===== config.mk =====
export PLATFORM = sky130hd
export DESIGN_NAME = decode_out_buffer
export DESIGN_NICKNAME = d
export VERILOG_FILES = /design/src/rtl/decode_out_pkg.sv /design/src/rtl/decode_out_mem.sv /design/src/rtl/decode_out_buffer.sv
export SDC_FILE = /design/constraint.sdc
export NUM_CORES = 1
export LEC_CHECK = 0
export CAP_MARGIN = 30
export CORE_MARGIN = 2
export CORE_UTILIZATION = 50
export DETAILED_ROUTE_END_ITERATION = 10
export PLACE_DENSITY = 0.86
export SYNTH_ARGS = -nofsm -noshare
export SYNTH_HDL_FRONTEND = slang
export SYNTH_SLANG_ARGS = --single-unit

===== constraint.sdc =====
create_clock -name clock -period 9.7 [get_ports clock]
set_input_delay 2.91 -clock clock [delete_from_list [all_inputs] [get_ports clock]]
set_output_delay 2.91 -clock clock [all_outputs]
set_load 0.1 [all_outputs]

===== src/rtl/decode_out_pkg.sv =====
// Shared types and constants for the decode output buffer.
package decode_out_pkg;

  localparam int unsigned E_CONTROL_W = 6;
  localparam int unsigned W_CONTROL_W = 2;
  localparam int unsigned NPC_W       = 16;
  localparam int unsigned INSTR_W     = 16;

  // One decoded instruction as handed from decode to execute.
  typedef struct packed {
    logic [E_CONTROL_W-1:0] E_control;
    logic                   Mem_control;
    logic [NPC_W-1:0]       npc;
    logic [INSTR_W-1:0]     IR;
    logic [W_CONTROL_W-1:0] W_control;
  } decode_out_t;

  // Pipeline bubble: every control bit off, no instruction, no pc.
  localparam decode_out_t DECODE_OUT_NOP = '0;

  // Pointer width for a DEPTH-entry ring; a single entry still needs one bit.
  function automatic int unsigned ptr_width(input int unsigned depth);
    return (depth > 1) ? $clog2(depth) : 1;
  endfunction

endpackage


===== src/rtl/decode_out_mem.sv =====
// DEPTH-entry register array: one synchronous write port, combinational read.
module decode_out_mem
  import decode_out_pkg::*;
#(
  parameter int unsigned DEPTH  = 2,
  parameter int unsigned ADDR_W = 1,
  parameter type         entry_t = decode_out_t
) (
  input  logic              clock,
  input  logic              wr_en,
  input  logic [ADDR_W-1:0] wr_addr,
  input  entry_t            wr_data,
  input  logic [ADDR_W-1:0] rd_addr,
  output entry_t            rd_data
);

  entry_t slots [DEPTH];

  // Storage is deliberately unreset; occupancy alone decides what is valid.
  always_ff @(posedge clock) begin
    if (wr_en) begin
      slots[wr_addr] <= wr_data;
    end
  end

  // Head entry is visible straight from storage.
  always_comb begin
    rd_data = slots[rd_addr];
  end

endmodule


===== src/rtl/decode_out_buffer.sv =====
// FIFO of decode results between the decode and execute stages.
module decode_out_buffer
  import decode_out_pkg::*;
#(
  parameter int unsigned DEPTH = 2,
  parameter int unsigned PC_W  = 16,
  parameter int unsigned IR_W  = 16
) (
  input  logic                         clock,
  input  logic                         reset,
  input  logic                         in_valid,
  output logic                         in_ready,
  input  logic [E_CONTROL_W-1:0]       in_E_control,
  input  logic                         in_Mem_control,
  input  logic [PC_W-1:0]              in_npc,
  input  logic [IR_W-1:0]              in_IR,
  input  logic [W_CONTROL_W-1:0]       in_W_control,
  input  logic                         flush,
  output logic                         out_valid,
  input  logic                         out_ready,
  output logic [E_CONTROL_W-1:0]       E_control,
  output logic                         Mem_control,
  output logic [PC_W-1:0]              npc_out,
  output logic [IR_W-1:0]              IR,
  output logic [W_CONTROL_W-1:0]       W_control,
  output logic [$clog2(DEPTH+1)-1:0]   count
);

  localparam int unsigned PTR_W = ptr_width(DEPTH);
  localparam int unsigned CNT_W = $clog2(DEPTH + 1);
  localparam logic [PTR_W-1:0] LAST_SLOT = PTR_W'(DEPTH - 1);
  localparam logic [CNT_W-1:0] FULL      = CNT_W'(DEPTH);

  // Same field layout as decode_out_t, sized by this instance's widths.
  typedef struct packed {
    logic [E_CONTROL_W-1:0] E_control;
    logic                   Mem_control;
    logic [PC_W-1:0]        npc;
    logic [IR_W-1:0]        IR;
    logic [W_CONTROL_W-1:0] W_control;
  } entry_t;

  logic [PTR_W-1:0] rd_ptr;
  logic [PTR_W-1:0] wr_ptr;
  logic [CNT_W-1:0] occ;
  logic             push;
  logic             pop;
  entry_t           wr_entry;
  entry_t           head;

  // Explicit wrap keeps non-power-of-two depths inside the array.
  function automatic logic [PTR_W-1:0] bump(input logic [PTR_W-1:0] p);
    return (p == LAST_SLOT) ? '0 : p + PTR_W'(1);
  endfunction

  // Handshakes come from registered occupancy only; flush blocks both sides.
  always_comb begin
    in_ready  = (occ < FULL);
    out_valid = (occ != '0);
    push      = in_valid && in_ready && !flush;
    pop       = out_valid && out_ready && !flush;
    count     = occ;
  end

  // Fields are stored untouched.
  always_comb begin
    wr_entry.E_control   = in_E_control;
    wr_entry.Mem_control = in_Mem_control;
    wr_entry.npc         = in_npc;
    wr_entry.IR          = in_IR;
    wr_entry.W_control   = in_W_control;
  end

  // Pointer and occupancy update; reset beats flush, flush beats push/pop.
  always_ff @(posedge clock or posedge reset) begin
    if (reset) begin
      rd_ptr <= '0;
      wr_ptr <= '0;
      occ    <= '0;
    end else if (flush) begin
      rd_ptr <= '0;
      wr_ptr <= '0;
      occ    <= '0;
    end else begin
      if (push) begin
        wr_ptr <= bump(wr_ptr);
      end
      if (pop) begin
        rd_ptr <= bump(rd_ptr);
      end
      case ({push, pop})
        2'b10:   occ <= occ + CNT_W'(1);
        2'b01:   occ <= occ - CNT_W'(1);
        default: occ <= occ;
      endcase
    end
  end

  decode_out_mem #(
    .DEPTH   (DEPTH),
    .ADDR_W  (PTR_W),
    .entry_t (entry_t)
  ) u_mem (
    .clock   (clock),
    .wr_en   (push),
    .wr_addr (wr_ptr),
    .wr_data (wr_entry),
    .rd_addr (rd_ptr),
    .rd_data (head)
  );

  // Head fields when valid, otherwise a NOP bubble.
  always_comb begin
    if (out_valid) begin
      E_control   = head.E_control;
      Mem_control = head.Mem_control;
      npc_out     = head.npc;
      IR          = head.IR;
      W_control   = head.W_control;
    end else begin
      E_control   = DECODE_OUT_NOP.E_control;
      Mem_control = DECODE_OUT_NOP.Mem_control;
      npc_out     = '0;
      IR          = '0;
      W_control   = DECODE_OUT_NOP.W_control;
    end
  end

endmodule


==> flow_summary.json, run 1 <==
{
  "status": "finished, final reports clean",
  "max_slew_margin_pct": 34.1,
  "place.gp.congestion": 0.702,
  "min_period_ns": 5.90,
  "rr_endpoint": "u_mem.slots[1][30]$_DFFE_PP_",
  "grt-ovfl-total": 0,
  "crit_fanout": 24,
  "holdWs_ns": 0.595,
  "min_path_cells": 2,
  "clock_sinks": 86,
  "area_growth_pct": 35.5,
  "diodes": 0,
  "die_h_um": 85.7,
  "crit_type": "flip-flop to output pin",
  "cp_slowest_cell": "clkdlybuf4s50_1",
  "arrival_ns": 2.99,
  "synthXorXnorAreaFrac_pct": 0.525,
  "drc": 0,
  "final_cells": 377,
  "dieArea_um2": 7340,
  "routed_wl_mm": 5.83,
  "cts_hold_buf": 0,
  "cp_cell_sequence": "buf_4 > mux2i_1 > nor2_1 > clkdlybuf4s50_1",
  "place_inst": 361,
  "cpPeakStageDelay_ns": 1.15,
  "grt_pass1_vias": 1968,
  "clk_latency_ns": 0.34,
  "rsz0062_at_grt": "false",
  "post-place-ws_ns": 4.16,
  "min_period_over_period_pct": 60.8,
  "yosysSeqAreaShare_pct": 76.8,
  "r2r_cells": 3,
  "fmax_ghz": 0.170,
  "syn_area_per_cell_um2": 16.8,
  "numCtsBuffers": 9,
  "cp-start-kind": "flip-flop",
  "post-cts-setup-buffers": 0,
  "reg2reg_slack_ns": 8.13,
  "setup_ws_ns": 3.80,
  "crit_family": "buffers and inverters",
  "setup_violations": 0,
  "synthesis.area_um2": 3330,
  "finalMaxSlewViolations": 0,
  "ys_seq_elements": 86,
  "final_layout_size_suffix_gt1_share_pct": 8.67,
  "cp.depth": 4,
  "tightest_slew_ns": 0.986,
  "postCtsResizedCells": 0,
  "ys_types": 20,
  "hold_start": "wr_ptr$_DFFE_PP0P_",
  "crit_path_end_kind": "output pin",
  "hold_path_class": "flip-flop to flip-flop",
  "cap_violations": 0,
  "synth_compound_area_share_pct": 0.863,
  "vias": 1902,
  "ir_worst_vdd_mv": 0.123,
  "p_leak_uw": 0.00152,
  "cts_tree": "done",
  "port_buffers": 90,
  "antenna_found_initial": 0,
  "min_to": "wr_ptr$_DFFE_PP0P_",
  "synthSimpleGateAreaFrac_pct": 6.64,
  "synth_nets": 244,
  "rows": 29,
  "drt_pass1_iterations": 4,
  "cp.required_ns": 6.79,
  "fin_util_pct": 70.7,
  "setup-tns-final_ns": 0,
  "p_per_area_nw_per_um2": 201,
  "routedWlPerCell_um": 15.5,
  "antenna_left": 0,
  "grt_pass1_wl_mm": 9.31,
  "die_x_um": 85.7,
  "grt_max_degree": 43,
  "post_synth_fa_ha_maj_area_fraction_pct": 0,
  "crit_buf_inv": 2,
  "cts_root_buf": "clkbuf_8",
  "grtUsageTotal_pct": 16.8,
  "via_per_inst": 5.05,
  "drt_iter0_drc": 78,
  "synthCells": 198,
  "yosys_warnings": 0,
  "clk_pin_slew_ns": 0.07,
  "fin_nets": 341,
  "clock_skew_ns": 0.00828,
  "io_pins": 91,
  "htree_levels": 3,
  "synth_top_family_by_area": "multiplexers",
  "core_area_um2": 6390,
  "cts_buffer_depth": 2,
  "start_util_pct": 52.2,
  "final-hold-violation-count": 0,
  "synth_mux_area_share_pct": 12.6,
  "r2r-start": "count[1]$_DFFE_PP0P_"
}
## cell type report
cell class	count	area, µm²
Inverter	3	11.3
Clock inverter	5	73.8
Fill cell	445	1870
Clock buffer	11	131
Timing Repair Buffer	95	938
Multi-Input combinational cell	100	703
Tap cell	77	96.3
Sequential cell	86	2560
## cells by family after synthesis
kind of cell / Yosys count
xor+xnor: 2
flops: 86
compound gates: 5
mux: 42
buf+inv: 12
simple gates: 51
## worst max path at each step
stage	from	slack (ns)	endpoint
CTS	rd_ptr$_DFFE_PP0P_	3.75	npc_out[12]
finish	rd_ptr$_DFFE_PP0P_	3.80	npc_out[12]
detailed placement	rd_ptr$_DFFE_PP0P_	4.16	IR[6]
global route	rd_ptr$_DFFE_PP0P_	3.66	npc_out[12]
floorplan	in_valid	3.18	u_mem.slots[1][0]$_DFFE_PP_
global placement	rd_ptr$_DFFE_PP0P_	4.19	npc_out[10]
## routing by layer
layer / share of wire (%) / wire (µm) / global-route usage (%)
met5: 0 / 0 / 0
met4: 0.96 / 56 / 6.49
met3: 5.3 / 308 / 4.14
met2: 53 / 3090 / 29.0
met1: 41 / 2380 / 20.4
## tightest hold or removal path, cell delays in order (launching register included)
cell	delay (ns)
dfrtp_1	0.40
xor2_1	0.08
nor2_1	0.08
## synth_stat cells (all sizes together)
master,n,area share (%)
a21o,1,0.26
a21oi,2,0.30
and2b,1,0.26
buf,9,2.2
dfrtp,4,3.0
edfxtp,82,74
inv,3,0.34
mux2i,42,13
nand2,1,0.11
nand2b,1,0.41
nor2,44,5.0
nor2b,1,0.19
nor3,1,0.15
nor3b,1,0.23
o21ai,2,0.30
or2b,1,0.26
xor2,2,0.53
## sequential cells by signal, indices dropped and copies added (netlist names)
name and count:
count 2, wr_ptr 1, rd_ptr 1, u_mem.slots 82
## placed cells by master, fill, tap and decap left out
cell,n
dfrtp_2,1
clkbuf_1,2
nor3b_2,1
and2b_2,1
clkinv_1,1
nor3_2,1
clkdlybuf4s50_1,90
a21o_2,1
bufinv_16,2
mux2i_1,42
nand2_1,1
or2b_2,1
nor2_4,1
nor2_1,43
edfxtp_1,82
clkinv_2,2
nor2b_1,1
dfrtp_1,3
a21oi_1,2
o21ai_0,2
buf_4,5
nand2b_4,1
inv_1,3
clkbuf_8,9
xor2_1,2
## through the flow
stage,area (µm²),power [µW]
floorplan,3330,602
global placement,4310,657
detailed placement,4310,660
CTS,4520,917
global route,4520,940
finish,4520,909
## power breakdown
part           leakage, µW  internal (µW)  total [µW]  switching (µW)
registers         0.000804            424         432            8.37
clock network     0.000105            144         258             115
logic             0.000611           60.6         218             157
total              0.00152            628         909             280
No activity file was read; power rests on OpenSTA's default activity.
==> inputs of run 2 (changes only) <==
CORE_UTILIZATION = 48   (was 50)
PLACE_DENSITY = 0.83   (was 0.86)
clock period = 5.7 ns   (was 9.7 ns; I/O delays follow)
==> run 2 against run 1 <==
Against the previous run: register-to-register slack got worse by 4.4 ns; sequential share of layout area is 0.20 points higher; power up 65%; flip-flop and latch count is the same; non-clock buffer count fell by 1; worst hold slack gained 0.0057 ns; combinational power increased by 72%; highest routed layer unchanged.
==> flow_summary.json, run 2 (same netlist as run 1, synthesis figures left out) <==
{
  "status": "finished, final reports clean",
  "grt_max_degree": 43,
  "drt_iter0_drc": 132,
  "post-cts-setup-buffers": 0,
  "crit_buf_inv": 1,
  "cts_tree": "done",
  "cap_violations": 0,
  "arrival_ns": 2.74,
  "crit_fanout": 42,
  "vias": 1887,
  "rows": 30,
  "drc": 0,
  "grtUsageTotal_pct": 15.9,
  "die_x_um": 87.3,
  "antenna_found_initial": 0,
  "numCtsBuffers": 9,
  "port_buffers": 90,
  "mostFrequentLayoutCells": "90 x clkdlybuf4s50_1, 82 x edfxtp_1, 43 x nor2_1",
  "grt-ovfl-total": 0,
  "fin_util_pct": 66.6,
  "ir_worst_vdd_mv": 0.188,
  "rsz0062_at_grt": "false",
  "dp_hpwl_mm": 3.70,
  "largest-register": "u_mem.slots",
  "max_slew_margin_pct": 32.6,
  "area_growth_pct": 35.0,
  "place.gp.congestion": 0.674,
  "p_per_area_nw_per_um2": 334,
  "final_layout_size_suffix_gt1_share_pct": 8.36,
  "cp-start-kind": "flip-flop",
  "diodes": 0,
  "cts_buffer_depth": 2,
  "drt_pass1_iterations": 4,
  "grt_pass1_vias": 1852,
  "crit_path_end_kind": "output pin",
  "grt_pass1_wl_mm": 8.82,
  "cts_hold_buf": 0,
  "clock_skew_ns": 0.00707,
  "via_per_inst": 4.98,
  "hold_path_class": "flip-flop to flip-flop",
  "clk_latency_ns": 0.35,
  "largest_register_ffs": 82,
  "finalMaxSlewViolations": 0,
  "cp_slowest_cell": "clkdlybuf4s50_1",
  "final_area_um2": 4500,
  "die_h_um": 87.3,
  "io_pins": 91,
  "final_common_cell": "clkdlybuf4s50_1",
  "start_util_pct": 49.4,
  "fin_nets": 340,
  "fmax_ghz": 0.224,
  "routed_wl_mm": 5.81,
  "place_area_um2": 4320,
  "antenna_left": 0,
  "tightest_slew_ns": 1.01,
  "clk_pin_slew_ns": 0.07,
  "cp_cell_sequence": "nor2_4 > nor2_1 > clkdlybuf4s50_1",
  "final-hold-violation-count": 0,
  "min_period_over_period_pct": 78.1,
  "cts_root_buf": "clkbuf_8",
  "postCtsResizedCells": 0,
  "dieArea_um2": 7630,
  "min_period_ns": 4.45,
  "htree_levels": 3,
  "crit_type": "flip-flop to output pin",
  "routedWlPerCell_um": 15.3,
  "core_area_um2": 6760,
  "cp.required_ns": 3.99,
  "crit_family": "buffers and inverters",
  "clock_sinks": 86,
  "cpPeakStageDelay_ns": 1.03,
  "setup_violations": 0,
  "p_leak_uw": 0.00151,
  "setup-tns-final_ns": 0
}
==> run 2: cell count changes in the layout (fill, tap and decap cells not counted) <==
cell and delta:
clkinv_2 +1, clkinv_1 +1, buf_12 +1, buf_4 -2
clkbuf_1 -1, bufinv_16 -1
==> run 2: worst min-delay path, cell delays in order, from the launching register on <==
cell     delay, ns
dfrtp_1       0.41
xor2_1        0.08
nor2_1        0.08
==> run 2: final cells by class <==
| type | instances | area (µm²) |
|---|---|---|
| Sequential cell | 86 | 2560 |
| Inverter | 3 | 11.3 |
| Clock inverter | 6 | 52.6 |
| Tap cell | 80 | 100 |
| Timing Repair Buffer | 94 | 943 |
| Multi-Input combinational cell | 100 | 703 |
| Clock buffer | 10 | 128 |
| Fill cell | 473 | 2250 |
==> run 2: path summary, 6_finish.rpt <==
| kind | startpoint | slack (ns) | cells past startpoint | end |
|---|---|---|---|---|
| max reg2reg | count[1]$_DFFE_PP0P_ | 3.70 | 3 | u_mem.slots[0][0]$_DFFE_PP_ |
| min reg2reg | wr_ptr$_DFFE_PP0P_ | 0.60 | 2 | wr_ptr$_DFFE_PP0P_ |
| max | count[1]$_DFFE_PP0P_ | 1.25 | 3 | IR[8] |
| min in group asynchronous | reset | 1.54 | 2 | count[0]$_DFFE_PP0P_ |
| max in group asynchronous | reset | 3.99 | 2 | rd_ptr$_DFFE_PP0P_ |
| min | wr_ptr$_DFFE_PP0P_ | 0.60 | 2 | wr_ptr$_DFFE_PP0P_ |
==> run 2: metal layers <==
layer	vias to the layer above	global-route usage (%)	part of all wire, %
met4	0	8.67	1.8
li1	913	-	-
met1	906	18.5	41
met3	10	4.83	5.5
met2	58	26.4	51
met5	-	0	0
==> run 2: power by group <==
part	internal [µW]	switching, µW	total [µW]	leakage, µW
sequential	722	11.4	733	0.000804
combinational	104	271	375	0.000609
clock	197	198	395	0.0000949
total	1020	480	1500	0.00151
==> run 2: metrics by stage <==
| step | total power [µW] | std cells | worst slack, ns | hold WS (ns) |
|---|---|---|---|---|
| 3_3_place_gp | 1120 | 363 | 1.63 | 0.554 |
| 5_1_grt | 1550 | 379 | 1.03 | 0.648 |
| 4_1_cts | 1520 | 379 | 1.19 | 0.604 |
| 3_5_place_dp | 1120 | 363 | 1.59 | 0.583 |
| 6_report | 1500 | 379 | 1.25 | 0.601 |
| 2_1_floorplan | 1030 | 198 | 0.382 | 0.519 |
==> inputs of run 3 (changes only) <==
clock period = 4.3 ns   (was 5.7 ns; I/O delays follow)
==> run 3 against run 2 <==
Against the previous run: die area did not move; highest routed layer unchanged; clock skew barely moved; critical path type unchanged; largest cell class unchanged; critical path depth fell by 2; worst hold slack improved by 0.038 ns; largest power group unchanged.
==> flow_summary.json, run 3 (same netlist as run 1, synthesis figures left out) <==
{
  "final_layout_size_suffix_gt1_share_pct": 23.3,
  "cp_cell_sequence": "clkdlybuf4s50_1",
  "r2r_cells": 3,
  "dieArea_um2": 7630,
  "crit_type": "flip-flop to output pin",
  "ir_worst_vdd_mv": 0.287,
  "routedWlPerCell_um": 15.2,
  "grt_pass1_wl_mm": 8.83,
  "post-cts-setup-buffers": 0,
  "startpoint": "count[1]$_DFFE_PP0P_",
  "postCtsResizedCells": 0,
  "io_pins": 91,
  "status": "finished, final reports clean",
  "final_common_cell": "edfxtp_1",
  "arrival_ns": 2.03,
  "mostFrequentLayoutCells": "82 x edfxtp_1, 47 x clkdlybuf4s50_1, 47 x buf_4",
  "routed_wl_mm": 5.78,
  "cp.required_ns": 3.01,
  "diodes": 0,
  "tightest_slew_ns": 0.967,
  "fmax_ghz": 0.301,
  "cp_slowest_cell": "clkdlybuf4s50_1",
  "cts_buffer_depth": 2,
  "via_per_inst": 4.94,
  "cap_violations": 0,
  "swShare_pct": 32.3,
  "largest-register": "u_mem.slots",
  "cp-start-kind": "flip-flop",
  "grt_max_degree": 43,
  "clk_pin_slew_ns": 0.08,
  "drc": 0,
  "p_int_uw": 1350,
  "die_x_um": 87.3,
  "p_seq_share_pct": 49.1,
  "port_buffers": 90,
  "holdWs_ns": 0.638,
  "place_inst": 364,
  "setup-tns-final_ns": 0,
  "antenna_found_initial": 0,
  "hold_path_class": "flip-flop to flip-flop",
  "clock_skew_ns": 0.00733,
  "post-place-ws_ns": 0.956,
  "largest_register_ffs": 82,
  "cpPeakStageDelay_ns": 1.19,
  "numCtsBuffers": 9,
  "crit_buf_inv": 1,
  "finalMaxSlewViolations": 0,
  "grtUsageTotal_pct": 15.9,
  "crit_fanout": 8,
  "drt_iter0_drc": 132,
  "clk_latency_ns": 0.34,
  "cts_hold_buf": 0,
  "max_slew_margin_pct": 35.3,
  "power_frac_clock_pct": 26.6,
  "rr_endpoint": "u_mem.slots[1][29]$_DFFE_PP_",
  "grt-ovfl-total": 0,
  "cts_root_buf": "clkbuf_8",
  "multiInputGateArea_um2": 716,
  "seq_area_um2": 2560,
  "grt_pass1_vias": 1830,
  "clock_sinks": 86,
  "cp.depth": 1,
  "drt_pass1_iterations": 4,
  "place_area_um2": 4230,
  "crit_family": "buffers and inverters",
  "final-hold-violation-count": 0,
  "r2r-start": "count[1]$_DFFE_PP0P_",
  "dp_hpwl_mm": 3.86,
  "p_sw_uw": 644,
  "endpoint": "count[1]",
  "pwr-share-comb_pct": 24.3,
  "p_leak_uw": 0.00158,
  "fill_cells": 503,
  "setup_violations": 0,
  "place.gp.congestion": 0.722,
  "vias": 1876,
  "htree_levels": 3,
  "rsz0062_at_grt": "false",
  "min_period_over_period_pct": 77.2,
  "p_per_area_nw_per_um2": 450,
  "start_util_pct": 49.4,
  "cts_tree": "done",
  "reg2reg_slack_ns": 2.25,
  "die_h_um": 87.3,
  "fin_nets": 341,
  "core_area_um2": 6760,
  "area_growth_pct": 32.6,
  "antenna_left": 0,
  "final_area_um2": 4420,
  "setup_ws_ns": 0.981,
  "rows": 30,
  "final_cells": 380,
  "min_period_ns": 3.32,
  "crit_path_end_kind": "output pin"
}
==> run 3: cell count changes in the layout (fill, tap and decap cells not counted), sizes merged <==
| cell | before | now |
|---|---|---|
| buf | 4 | 48 |
| clkinv | 5 | 3 |
| clkbuf | 10 | 9 |
| clkdlybuf4s50 | 90 | 47 |
| clkinvlp | 0 | 3 |
==> run 3: cell type report <==
| type | instances | share of cell area, % |
|---|---|---|
| clock inverter | 7 | 1.47 |
| tap | 80 | 2.26 |
| timing repair buffer | 95 | 19.1 |
| multi-input combinational | 100 | 16.2 |
| inverter | 3 | 0.255 |
| sequential | 86 | 58.0 |
| clock buffer | 9 | 2.80 |
==> run 3: metrics by stage <==
stage	util (%)	power, µW
after floorplan	-	1360
after global placement	62.7	1480
after detailed placement	62.7	1480
after CTS	65.5	2010
after global routing	65.5	2060
final	65.5	1990
==> run 3: layer usage <==
layer  up-vias  track usage (%)  wire length, µm
met3         8             3.98              321
met1       890             19.8             2480
met5         -                0                0
met2        58             26.0             2900
li1        920                -                -
met4         0             7.55               78
==> run 3: worst min path at each step <==
stage / from / to / cells after the start
after floorplan: wr_ptr$_DFFE_PP0P_ / wr_ptr$_DFFE_PP0P_ / 2
after global placement: wr_ptr$_DFFE_PP0P_ / wr_ptr$_DFFE_PP0P_ / 2
after detailed placement: wr_ptr$_DFFE_PP0P_ / wr_ptr$_DFFE_PP0P_ / 2
after CTS: wr_ptr$_DFFE_PP0P_ / wr_ptr$_DFFE_PP0P_ / 2
after global routing: wr_ptr$_DFFE_PP0P_ / wr_ptr$_DFFE_PP0P_ / 2
final: wr_ptr$_DFFE_PP0P_ / wr_ptr$_DFFE_PP0P_ / 2
==> run 3: worst register-to-register path, stage by stage (launching register included) <==
cell and delay [ns]:
dfrtp_1 0.48, nand2b_4 0.23, nor3b_4 0.68, buf_4 0.36
==> run 3: power by group through the flow <==
stage	Sequential (µW)	Combinational, µW	Clock (µW)
2_1_floorplan	994	364	0
3_3_place_gp	994	483	0
3_5_place_dp	996	487	0
4_1_cts	977	489	544
5_1_grt	980	504	579
6_report	976	484	530
